File: src/rtl/fmq_pkg.sv
// Shared definitions for the host-side phased-array command encoder:
// op codes, controller states and the 3-byte frame packer.
package fmq_pkg;

  localparam logic [1:0] OP_SET    = 2'b00;
  localparam logic [1:0] OP_RELOAD = 2'b01;
  localparam logic [1:0] OP_QUERY  = 2'b10;
  localparam logic [1:0] OP_RSVD   = 2'b11;

  localparam int HDR_BIT = 7;

  typedef enum logic [2:0] {
    IDLE,
    RD,
    RDW,
    TX0,
    TX1,
    TX2,
    RESP,
    DONE
  } state_t;

  // Only set frames carry a channel and offset; every other op sends zeros there.
  function automatic logic [23:0] frame_pack(input logic [1:0]  op,
                                             input logic [7:0]  chan,
                                             input logic [10:0] offset);
    logic [7:0]  c;
    logic [10:0] o;
    logic [7:0]  b0;
    logic [7:0]  b1;
    logic [7:0]  b2;
    c  = (op == OP_SET) ? chan   : 8'd0;
    o  = (op == OP_SET) ? offset : 11'd0;
    b0 = {1'b0, op, c[7:3]};
    b0[HDR_BIT] = 1'b1;
    b1 = {1'b0, c[2:0], o[10:7]};
    b2 = {1'b0, o[6:0]};
    return {b0, b1, b2};
  endfunction

endpackage

File: src/rtl/fmq_byte_sender.sv
// Three-byte shift register that presents a packed frame, most significant
// byte first, on an AXI-stream valid/ready output.
module fmq_byte_sender (
  input  logic        clk,
  input  logic        rst,
  input  logic        start,
  input  logic [23:0] frame,
  output logic        busy,
  output logic        byte_acc,
  output logic        last_acc,
  output logic [7:0]  m_tdata,
  output logic        m_tvalid,
  input  logic        m_tready
);

  logic [23:0] shreg;
  logic [1:0]  left;

  // A new frame may be loaded in the same cycle the previous last byte is taken.
  always_ff @(posedge clk) begin
    if (rst) begin
      shreg <= 24'd0;
      left  <= 2'd0;
    end else if (start) begin
      shreg <= frame;
      left  <= 2'd3;
    end else if (byte_acc) begin
      shreg <= {shreg[15:0], 8'h00};
      left  <= left - 2'd1;
    end
  end

  assign m_tvalid = (left != 2'd0);
  assign m_tdata  = shreg[23:16];
  assign byte_acc = m_tvalid & m_tready;
  assign last_acc = byte_acc & (left == 2'd1);
  assign busy     = m_tvalid;

endmodule

File: src/rtl/fmq_cmd_encoder.sv
// Serializes host commands and table sweeps into the 3-byte framed command
// stream, and captures the single-byte reply to query frames.
module fmq_cmd_encoder
  import fmq_pkg::*;
#(
  parameter int OUTPUTS      = 64,
  parameter int OFFSET_WIDTH = 11,
  parameter int DATA_WIDTH   = 8,
  parameter int RESP_TIMEOUT = 1000000
) (
  input  logic                    clk,
  input  logic                    rst,
  input  logic                    cmd_valid,
  output logic                    cmd_ready,
  input  logic [1:0]              cmd_op,
  input  logic [7:0]              cmd_chan,
  input  logic [OFFSET_WIDTH-1:0] cmd_offset,
  input  logic                    sweep_start,
  output logic                    sweep_busy,
  output logic                    sweep_done,
  output logic [7:0]              tbl_addr,
  output logic                    tbl_rd,
  input  logic [OFFSET_WIDTH-1:0] tbl_data,
  output logic [DATA_WIDTH-1:0]   m_tdata,
  output logic                    m_tvalid,
  input  logic                    m_tready,
  input  logic [DATA_WIDTH-1:0]   s_tdata,
  input  logic                    s_tvalid,
  output logic                    s_tready,
  output logic [DATA_WIDTH-1:0]   resp_data,
  output logic                    resp_valid,
  output logic                    resp_timeout
);

  localparam int TW = $clog2(RESP_TIMEOUT + 1);
  localparam logic [TW-1:0] TO_LAST = TW'(RESP_TIMEOUT - 1);

  state_t        state;
  state_t        next_state;
  logic [8:0]    ch;
  logic [8:0]    ch_next;
  logic          sweep_active;
  logic [1:0]    cur_op;
  logic [TW-1:0] tcnt;
  logic          snd_start;
  logic [23:0]   snd_frame;
  logic [1:0]    snd_op;
  logic          snd_busy;
  logic          byte_acc;
  logic          last_acc;
  logic          resp_hit;

  fmq_byte_sender u_sender (
    .clk      (clk),
    .rst      (rst),
    .start    (snd_start),
    .frame    (snd_frame),
    .busy     (snd_busy),
    .byte_acc (byte_acc),
    .last_acc (last_acc),
    .m_tdata  (m_tdata),
    .m_tvalid (m_tvalid),
    .m_tready (m_tready)
  );

  // 9-bit channel index so the end-of-sweep compare works for 256 outputs.
  assign ch_next    = ch + 9'd1;
  assign tbl_addr   = ch[7:0];
  assign sweep_busy = sweep_active;
  assign s_tready   = 1'b1;

  always_ff @(posedge clk) begin
    if (rst) state <= IDLE;
    else     state <= next_state;
  end

  always_comb begin
    next_state   = state;
    snd_start    = 1'b0;
    snd_op       = OP_RELOAD;
    snd_frame    = frame_pack(OP_RELOAD, 8'd0, 11'd0);
    cmd_ready    = 1'b0;
    tbl_rd       = 1'b0;
    resp_timeout = 1'b0;
    sweep_done   = 1'b0;
    resp_hit     = 1'b0;
    case (state)
      IDLE: begin
        cmd_ready = !sweep_start && !rst && !snd_busy;
        if (sweep_start) begin
          next_state = RD;
        end else if (cmd_valid) begin
          snd_start  = 1'b1;
          snd_op     = cmd_op;
          snd_frame  = frame_pack(cmd_op, cmd_chan, cmd_offset);
          next_state = TX0;
        end
      end
      RD: begin
        tbl_rd     = 1'b1;
        next_state = RDW;
      end
      RDW: begin
        snd_start  = 1'b1;
        snd_op     = OP_SET;
        snd_frame  = frame_pack(OP_SET, ch[7:0], tbl_data);
        next_state = TX0;
      end
      TX0: if (byte_acc) next_state = TX1;
      TX1: if (byte_acc) next_state = TX2;
      TX2: begin
        if (last_acc) begin
          if (sweep_active && cur_op == OP_SET) begin
            if (ch_next == 9'(OUTPUTS)) begin
              snd_start  = 1'b1;
              next_state = TX0;
            end else begin
              next_state = RD;
            end
          end else if (sweep_active) begin
            next_state = DONE;
          end else if (cur_op[1]) begin
            next_state = RESP;
          end else begin
            next_state = IDLE;
          end
        end
      end
      // A reply arriving in the final counted cycle still wins over the timeout.
      RESP: begin
        if (s_tvalid) begin
          resp_hit   = 1'b1;
          next_state = IDLE;
        end else if (tcnt == TO_LAST) begin
          resp_timeout = 1'b1;
          next_state   = IDLE;
        end
      end
      DONE: begin
        sweep_done = 1'b1;
        next_state = IDLE;
      end
      default: next_state = IDLE;
    endcase
  end

  always_ff @(posedge clk) begin
    if (rst) begin
      ch           <= 9'd0;
      sweep_active <= 1'b0;
      cur_op       <= OP_SET;
      tcnt         <= '0;
      resp_data    <= '0;
      resp_valid   <= 1'b0;
    end else begin
      resp_valid <= resp_hit;
      if (resp_hit) resp_data <= s_tdata;
      if (snd_start) cur_op <= snd_op;
      tcnt <= (state == RESP) ? tcnt + 1'b1 : '0;
      if (state == IDLE && sweep_start) begin
        sweep_active <= 1'b1;
        ch           <= 9'd0;
      end else if (state == DONE) begin
        sweep_active <= 1'b0;
        ch           <= 9'd0;
      end else if (state == TX2 && last_acc && sweep_active && cur_op == OP_SET) begin
        ch <= ch_next;
      end
    end
  end

endmodule

File: config.mk
export PLATFORM = sky130hd
export DESIGN_NAME = fmq_cmd_encoder
export DESIGN_NICKNAME = d
export VERILOG_FILES = /design/src/rtl/fmq_pkg.sv /design/src/rtl/fmq_byte_sender.sv /design/src/rtl/fmq_cmd_encoder.sv
export SDC_FILE = /design/constraint.sdc
export NUM_CORES = 1
export LEC_CHECK = 0
export ABC_AREA = 1
export BUFFER_PORTS_ARGS = -buffer_cell sky130_fd_sc_hd__buf_2
export CELL_PAD_IN_SITES_DETAIL_PLACEMENT = 0
export CELL_PAD_IN_SITES_GLOBAL_PLACEMENT = 1
export CORE_MARGIN = 10
export CORE_UTILIZATION = 35
export CTS_CLUSTER_SIZE = 24
export DETAILED_ROUTE_END_ITERATION = 10
export GPL_TIMING_DRIVEN = 0
export PLACE_DENSITY = 0.85
export SLEW_MARGIN = 5
export SYNTH_ARGS = -nofsm -noshare
export SYNTH_HDL_FRONTEND = slang
export SYNTH_SLANG_ARGS = --single-unit
File: constraint.sdc
create_clock -name clk -period 1.7 [get_ports clk]
set_input_delay 0 -clock clk [delete_from_list [all_inputs] [get_ports clk]]
set_output_delay 0 -clock clk [all_outputs]
set_load 0.01 [all_outputs]
==> metrics.md, run 1 <==
| Metric | Value |
|---|---|
| Status | `complete, but fails checks` |
| Failing checks | `setup timing` |
| Post-place setup slack | `-0.278 ns` |
| # port buffers | `76` |
| Worst relative slew slack | `0.602` |
| HP Class | `primary input to register` |
| Synth Register Bits | `about 70` |
| CTS H-tree lvls | `3` |
| Synth Area in Compound Gates | `0.126` |
| Number of flops mapped to enable cells by yosys | `0` |
| Cells after Synth | `559` |
| Post-synthesis cell type count | `36` |
| Reg2Reg Launch Point | `ch[1]` |
| Global route total overflow | `0` |
| CTS sink cnt | `68` |
| Ant. Diodes | `0` |
| DRC violations left | `0` |
| Period minus WS final | `1.83 ns` |
| Hold Fails Final Rpt | `0` |
| Leak pwr | `0.00239 uW` |
| Via count of the first global-routing pass | `4,130` |
| Maxcap violations | `0` |
| Final period utilization | `1.08` |
| Layout Nets | `745` |
| DP HPWL | `8480 microns` |
| Core region area | `0.0107 sq mm` |
| Mapped Nets | `610` |
| Count leader, synth | `nand2_1` |
| Final setup vio count | `25` |
| Vias/cell | `4.91` |
| First-pass GRT wire length | `19,600 microns` |
| Worst-margin pin slew | `between 0.5 and 0.6 ns` |
| Synth Area in Adders | `0.0164` |
| Top post-synthesis cells by count | `111 x nand2_1, 76 x inv_1, 68 x dfxtp_1` |
| Most area-hungry cell type in the Yosys netlist | `dfxtp_1` |
| Layout cells sized above 1 | `0.342` |
| Synthesized area per cell | `6.84 sq um` |
| Worst r2r dst | `u_sender.shreg[0]` |
| Pwr per Cell Area | `1200 mW/mm^2` |
| Simple-gate share of the synthesized area | `0.350` |
| Largest net degree at the start of global routing | `12` |
| CTS tree | `yes` |
| Seq/Total Area, Yosys | `0.356` |
| Clock transition at the registers of the reported paths | `0.08 ns` |
| Total GRT Usage | `0.151` |
| CP Class | `register to register` |
| Initial DRC count | `235` |
| Startpoint types | `register` |
| CTS Buffer Depth | `2` |
| DR vias | `4,120` |
| Max-slew violations | `0` |
| Detail Route Antenna Nets | `0` |
| Reg-to-reg slack, setup | `-0.13 ns` |
| Worst IR Drop VDD | `around 0.55 mV` |
| FFs w/ async S/R, synth | `0` |
| Cell row count | `38` |
| Area Growth Syn to Fin | `37.7%` |
| Clock latency on the worst-skew pair | `0.35 ns` |
| XOR/XNOR Fraction of Synth Area | `0.00458` |
| Initial antenna violation count | `0` |
| R2R depth | `12` |
| First-pass DRT Iterations | `4` |
| CP Data Required Time | `1.91 ns` |
| CP Capture Point | `u_sender.shreg[0]` |
| Routed wire length | `12,000 microns` |
| Mux contribution to synthesized area | `0` |
| Setup Skew | `0.00683 ns` |
| CTS buffer count | `9` |
| Total I/O pin count | `between 70 and 80` |
| Total negative slack | `-2.24 ns` |
| Post-Syn Area | `0.00382 sq mm` |
| Avg WL per Cell | `14.4 microns` |
| CP startpoint | `ch[1]` |
| Ys Warns | `0` |
| Highest Clock Rate | `around 550 MHz` |
| Largest family of logic cells by synthesized area | `simple AND/OR/NAND/NOR gates` |
| Worst Path Max Fanout | `10` |
| Die Y | `124 microns` |
| Root Driver | `clkbuf_8` |
| Worst EP arrival | `about 2 ns` |
| Top cells by area, synth | `dfxtp_1 36%, nand2_1 11%, inv_1 7.5%, a21oi_1 5.0%, nand3_1 4.6%` |
| RSZ-0062 raised after global routing | `yes` |
| Critical path capture point type | `register` |
| Dominant register cell in the synthesized netlist | `dfxtp_1` |
| Fillers | `1,088` |
| Chip width | `124 microns` |
| Initial core utilization | `0.356` |
| Top cell type's share of synthesized area | `0.356` |
| Die area | `around 0.015 sq mm` |
| GP Congestion | `0.816` |
| Setup ws final | `-0.129 ns` |
==> layout by cell type (no fill, tap or decap), types with 7 or more instances in the layout <==
cell           netlist  layout
buf_2                9      83
dfxtp_1             68      56
nand2_2              2      10
nand2_1            111     100
nor2_2              16      19
a32oi_1             18      18
buf_4               18      43
nand3_2              4       8
nor3_1              17      13
nand4_1             28      28
nor2_4               1       7
dlygate4sd3_1        0      23
or2_2               10      10
a21oi_1             38      37
o21ai_0             18      15
nor2_1              46      37
inv_1               76      73
nand3_1             35      30
clkbuf_1            11       8
dfxtp_2              0       9
clkbuf_8             0       9
==> state kept, by name, summed over array words and instances, names as in the netlist <==
name and cells:
tcnt 20, ch 9, cur_op 2, u_sender.shreg 22, resp_valid 1, u_sender.left 2, sweep_busy 1, resp_data 8
state 3
==> cell type report <==
type / count / area (sq um) / share of cell area
plain buffers: 42 / 285 / 0.0542
multi-input cells: 370 / 2110 / 0.401
flip-flops and latches: 68 / 1380 / 0.263
clock buffers: 12 / 135 / 0.0257
inverters: 79 / 302 / 0.0573
clock inverters: 4 / 73.8 / 0.0140
well taps: 140 / 175 / 0.0333
repair buffers: 124 / 796 / 0.151
==> cell families (layout without fill, tap and decap cells) <==
kind of cell | count (synthesis) | in the layout
adders and majority gates | 5 | 5
DFF | 68 | 68
xor gates and xnor gates | 2 | 2
AOI/OAI and AO/OA | 81 | 81
and+or+nand+nor | 281 | 281
buffers and inverters | 121 | 261
other | 1 | 1
==> through the flow <==
step / utilization / instances / cell area, sq um / hold WS (ns) / total power [uW]
floorplan: - / 559 / 3830 / 0.0541 / 3990
global placement: 0.408 / 775 / 4390 / 0.271 / 4610
detailed placement: 0.408 / 775 / 4390 / 0.276 / 4660
CTS: 0.473 / 836 / 5080 / 0.00583 / 6250
global route: 0.490 / 839 / 5260 / 0.0121 / 6850
finish: 0.490 / 839 / 5260 / 0.0230 / 6340
==> report_power, final <==
part           internal, uW  switching (uW)
clock network           829             632
logic                  1140            1690
registers              1880             153
==> worst min path at each step <==
| stage | from | end | slack [ns] | cells after the start |
|---|---|---|---|---|
| floorplan | sweep_start | cmd_ready | 0.05 | 1 |
| global placement | s_tdata[0] | resp_data[0] | 0.27 | 3 |
| detailed placement | s_tdata[0] | resp_data[0] | 0.28 | 3 |
| CTS | cmd_offset[3] | u_sender.shreg[3] | 0.006 | 3 |
| global route | cmd_offset[3] | u_sender.shreg[3] | 0.01 | 3 |
| finish | tbl_data[9] | u_sender.shreg[10] | 0.02 | 5 |
==> layer usage <==
layer | up-vias | GRT usage | share of wire
met3 | 24 | 0.0353 | 0.055
met4 | 0 | 0.0679 | 0.027
li1 | 2095 | - | -
met2 | 113 | 0.250 | 0.48
met5 | - | 0 | 0
met1 | 1888 | 0.180 | 0.44
==> critical path, stage by stage, from the launching register on <==
cell and delay (ns):
dfxtp_4 0.39, ha_4 0.17, nand3_2 0.10, nand2_1 0.08
nand2_1 0.06, nor2_1 0.10, nand2_1 0.09, nor2_2 0.13
nand3_2 0.13, buf_6 0.16, buf_6 0.14, nand4_1 0.08
a21oi_1 0.07
==> what timing repair did <==
item                       in CTS  in global routing
hold buffers                   23                  0
gates cloned                    1                  0
setup endpoints to repair      51                 48
gates resized for setup        31                 51
buffers inserted               21                  4
hold endpoints to repair       19                  0
pin swaps                       6                 11
Power figures use the tool's default switching activity.
==> run 2, diff against run 1 <==
--- a/config.mk
+++ b/config.mk
@@ -15,5 +15,5 @@
 export DETAILED_ROUTE_END_ITERATION = 10
 export GPL_TIMING_DRIVEN = 0
-export PLACE_DENSITY = 0.85
+export PLACE_DENSITY_LB_ADDON = 0.2
 export SLEW_MARGIN = 5
 export SYNTH_ARGS = -nofsm -noshare
==> constraint.sdc (replaced) <==
create_clock -name clk -period 1.7 [get_ports clk]
set_input_delay 0 -clock clk [delete_from_list [all_inputs] [get_ports clk]]
set_output_delay 0 -clock clk [all_outputs]
set_load 0.05 [all_outputs]
==> metrics.md, run 2 (synthesis gave the netlist of run 1 again) <==
| Metric | Value |
|---|---|
| Root Driver | `clkbuf_8 (unchanged)` |
| Core region area | `0.0107 sq mm (unchanged)` |
| Detail Route Antenna Nets | `0 (unchanged)` |
| Reg-to-reg slack, setup | `-0.11 ns (was -0.13 ns)` |
| Vias/cell | `4.87 (was 4.91)` |
| Highest-count cells in the layout ignoring fill and taps | `98 x nand2_1, 80 x buf_2, 69 x inv_1 (was 100 x nand2_1, 83 x buf_2, 73 x inv_1)` |
| Die Y | `124 microns (unchanged)` |
| Setup Skew | `0.00686 ns (was 0.00683 ns)` |
| Post-DP Area | `0.00446 sq mm (was 0.00439 sq mm)` |
| First-pass DRT Iterations | `4 (unchanged)` |
| CTS sink cnt | `68 (unchanged)` |
| Startpoint types | `register (unchanged)` |
| Routed wire length | `12,000 microns (about the same)` |
| Layout cells sized above 1 | `0.365 (was 0.342)` |
| First-pass GRT wire length | `19,500 microns (was 19,600 microns)` |
| Worst r2r dst | `u_sender.shreg[6] (was u_sender.shreg[0])` |
| Largest net degree at the start of global routing | `12 (unchanged)` |
| Cell row count | `38 (unchanged)` |
| CTS tree | `yes (unchanged)` |
| Setup ws final | `-0.108 ns (was -0.129 ns)` |
| Max-slew violations | `0 (unchanged)` |
| CP Data Required Time | `1.92 ns (was 1.91 ns)` |
| Final non-filler cell total | `844 (was 839)` |
| Initial core utilization | `0.356 (unchanged)` |
| RSZ-0062 raised after global routing | `yes (unchanged)` |
| Initial DRC count | `235 (unchanged)` |
| Highest Clock Rate | `553 MHz (was 547 MHz)` |
| Chip width | `124 microns (unchanged)` |
| Worst-margin pin slew | `0.755 ns (was 0.594 ns)` |
| Failing checks | `setup timing (unchanged)` |
| GP Congestion | `0.819 (was 0.816)` |
| Period minus WS final | `1.81 ns (was 1.83 ns)` |
| CTS Buffer Depth | `2 (unchanged)` |
| GRT busiest layer | `met2 (unchanged)` |
| Initial antenna violation count | `0 (unchanged)` |
| Ant. Diodes | `0 (unchanged)` |
| Clock transition at the registers of the reported paths | `0.08 ns (about the same)` |
| Area Growth Syn to Fin | `42.8% (was 37.7%)` |
| Final setup vio count | `23 (was 25)` |
| Regs by FF count | `u_sender.shreg x22, tcnt x20, ch x9 (unchanged)` |
| R2R depth | `12 (unchanged)` |
| Worst EP arrival | `2.02 ns (was 2.04 ns)` |
| Worst Path Max Fanout | `6 (was 10)` |
| Layout Nets | `750 (was 745)` |
| Post-place setup slack | `-0.400 ns (was -0.278 ns)` |
| Met2 GRT Util | `0.233 (was 0.250)` |
| Reg2Reg Launch Point | `ch[1] (unchanged)` |
| CP startpoint | `ch[1] (unchanged)` |
| Avg WL per Cell | `14.2 microns (was 14.4 microns)` |
| DRC violations left | `0 (unchanged)` |
| DR vias | `4,114 (was 4,120)` |
| Via count of the first global-routing pass | `3,869 (was 4,130)` |
| Status | `complete, but fails checks (unchanged)` |
| Final hold slack | `0.0123 ns (was 0.0230 ns)` |
| Max FFs per register | `22 (unchanged)` |
| CP Capture Point | `u_sender.shreg[6] (was u_sender.shreg[0])` |
| HP Class | `primary input to register (unchanged)` |
| Die area | `0.0155 sq mm (unchanged)` |
| Clock latency on the worst-skew pair | `0.36 ns (was 0.35 ns)` |
| Finished Core Util | `0.508 (was 0.490)` |
| CTS buffer count | `9 (unchanged)` |
| CTS H-tree lvls | `3 (unchanged)` |
| CP Class | `register to register (unchanged)` |
| Leak pwr | `0.00244 uW (was 0.00239 uW)` |
| Global route total overflow | `0 (unchanged)` |
| Biggest register | `u_sender.shreg (unchanged)` |
| Commonest non-fill, non-tap cell in the layout | `nand2_1 (unchanged)` |
| Met3 capacity usage during global routing | `0.0277 (was 0.0353)` |
| Pwr per Cell Area | `1240 mW/mm^2 (was 1200 mW/mm^2)` |
| Critical path capture point type | `register (unchanged)` |
| Total GRT Usage | `0.150 (was 0.151)` |
| Maxcap violations | `0 (unchanged)` |
| Met1 global-route usage | `0.198 (was 0.180)` |
| Worst relative slew slack | `0.495 (was 0.602)` |
| Post-layout instance area | `0.00546 sq mm (was 0.00526 sq mm)` |
| Hold Fails Final Rpt | `0 (unchanged)` |
| Worst IR Drop VDD | `0.619 mV (was 0.547 mV)` |
| Dpl cells | `775 (unchanged)` |
| # port buffers | `76 (unchanged)` |
| Total I/O pin count | `78 (unchanged)` |
| Final period utilization | `1.06 (was 1.08)` |
| DP HPWL | `8560 microns (was 8480 microns)` |
[run 2: changes by cell type in the layout (fill, tap and decap cells not counted), moves of 4 or more]
| cell | before | now |
|---|---|---|
| dfxtp_1 | 56 | 52 |
| dlygate4sd3_1 | 23 | 29 |
| buf_6 | 3 | 7 |
| dfxtp_2 | 9 | 13 |
| inv_1 | 73 | 69 |
[run 2: worst max-delay path, cell delays in order (launching register included)]
cell       delay (ns)
dfxtp_4          0.36
ha_4             0.17
nand2_4          0.06
nor2_2           0.07
nor2_1           0.04
nor2_1           0.13
nand2_1          0.11
nor2_4           0.15
nand3_4          0.11
buf_6            0.16
clkbuf_16        0.16
nand4_1          0.07
a21oi_1          0.07
[run 2: final cells by class]
cell class / instances / area (sq um)
Fill cell: 1102 / 5290
Multi-Input combinational cell: 370 / 2220
Sequential cell: 68 / 1390
Timing Repair Buffer: 129 / 885
Inverter: 79 / 315
Buffer: 42 / 305
Tap cell: 140 / 175
Clock buffer: 11 / 141
Clock inverter: 5 / 27.5
[run 2: repair_timing]
action                     in CTS  in global routing
gates resized for setup        54                 51
setup buffers                  14                  8
gates cloned                    1                  1
pin swaps                       9                 22
setup endpoints to repair      45                 49
hold endpoints to repair       22                  0
hold buffers                   29                  0
[run 2: worst min path at each step]
stage                        startpoint                end  slack [ns]  cells past startpoint
after global placement       s_tdata[0]       resp_data[0]        0.27                      3
final                     cmd_offset[1]  u_sender.shreg[1]        0.01                      3
after detailed placement     s_tdata[6]       resp_data[6]        0.28                      3
after floorplan             sweep_start          cmd_ready        0.10                      1
after CTS                 cmd_offset[1]  u_sender.shreg[1]        0.01                      3
after global routing      cmd_offset[1]  u_sender.shreg[1]        0.06                      3
[run 2: metal layers]
metal  wire, microns  vias up
met5               0        -
met4             320        0
met3             467       30
met2            5400       88
met1            5830     1882
li1                -     2114
[run 2: power by group]
part | leakage (uW) | total, uW | internal (uW) | switching (uW)
Sequential | 0.000562 | 2040 | 1890 | 155
Clock | 0.0000889 | 1200 | 559 | 645
Combinational | 0.00179 | 3510 | 1260 | 2250
[run 2: stage by stage]
stage	power (uW)	setup TNS, ns
after detailed placement	5250	-11.13
after global routing	7290	-4.38
after CTS	6690	-1.70
after global placement	5210	-11.21
final	6750	-1.54
after floorplan	4550	-3.07
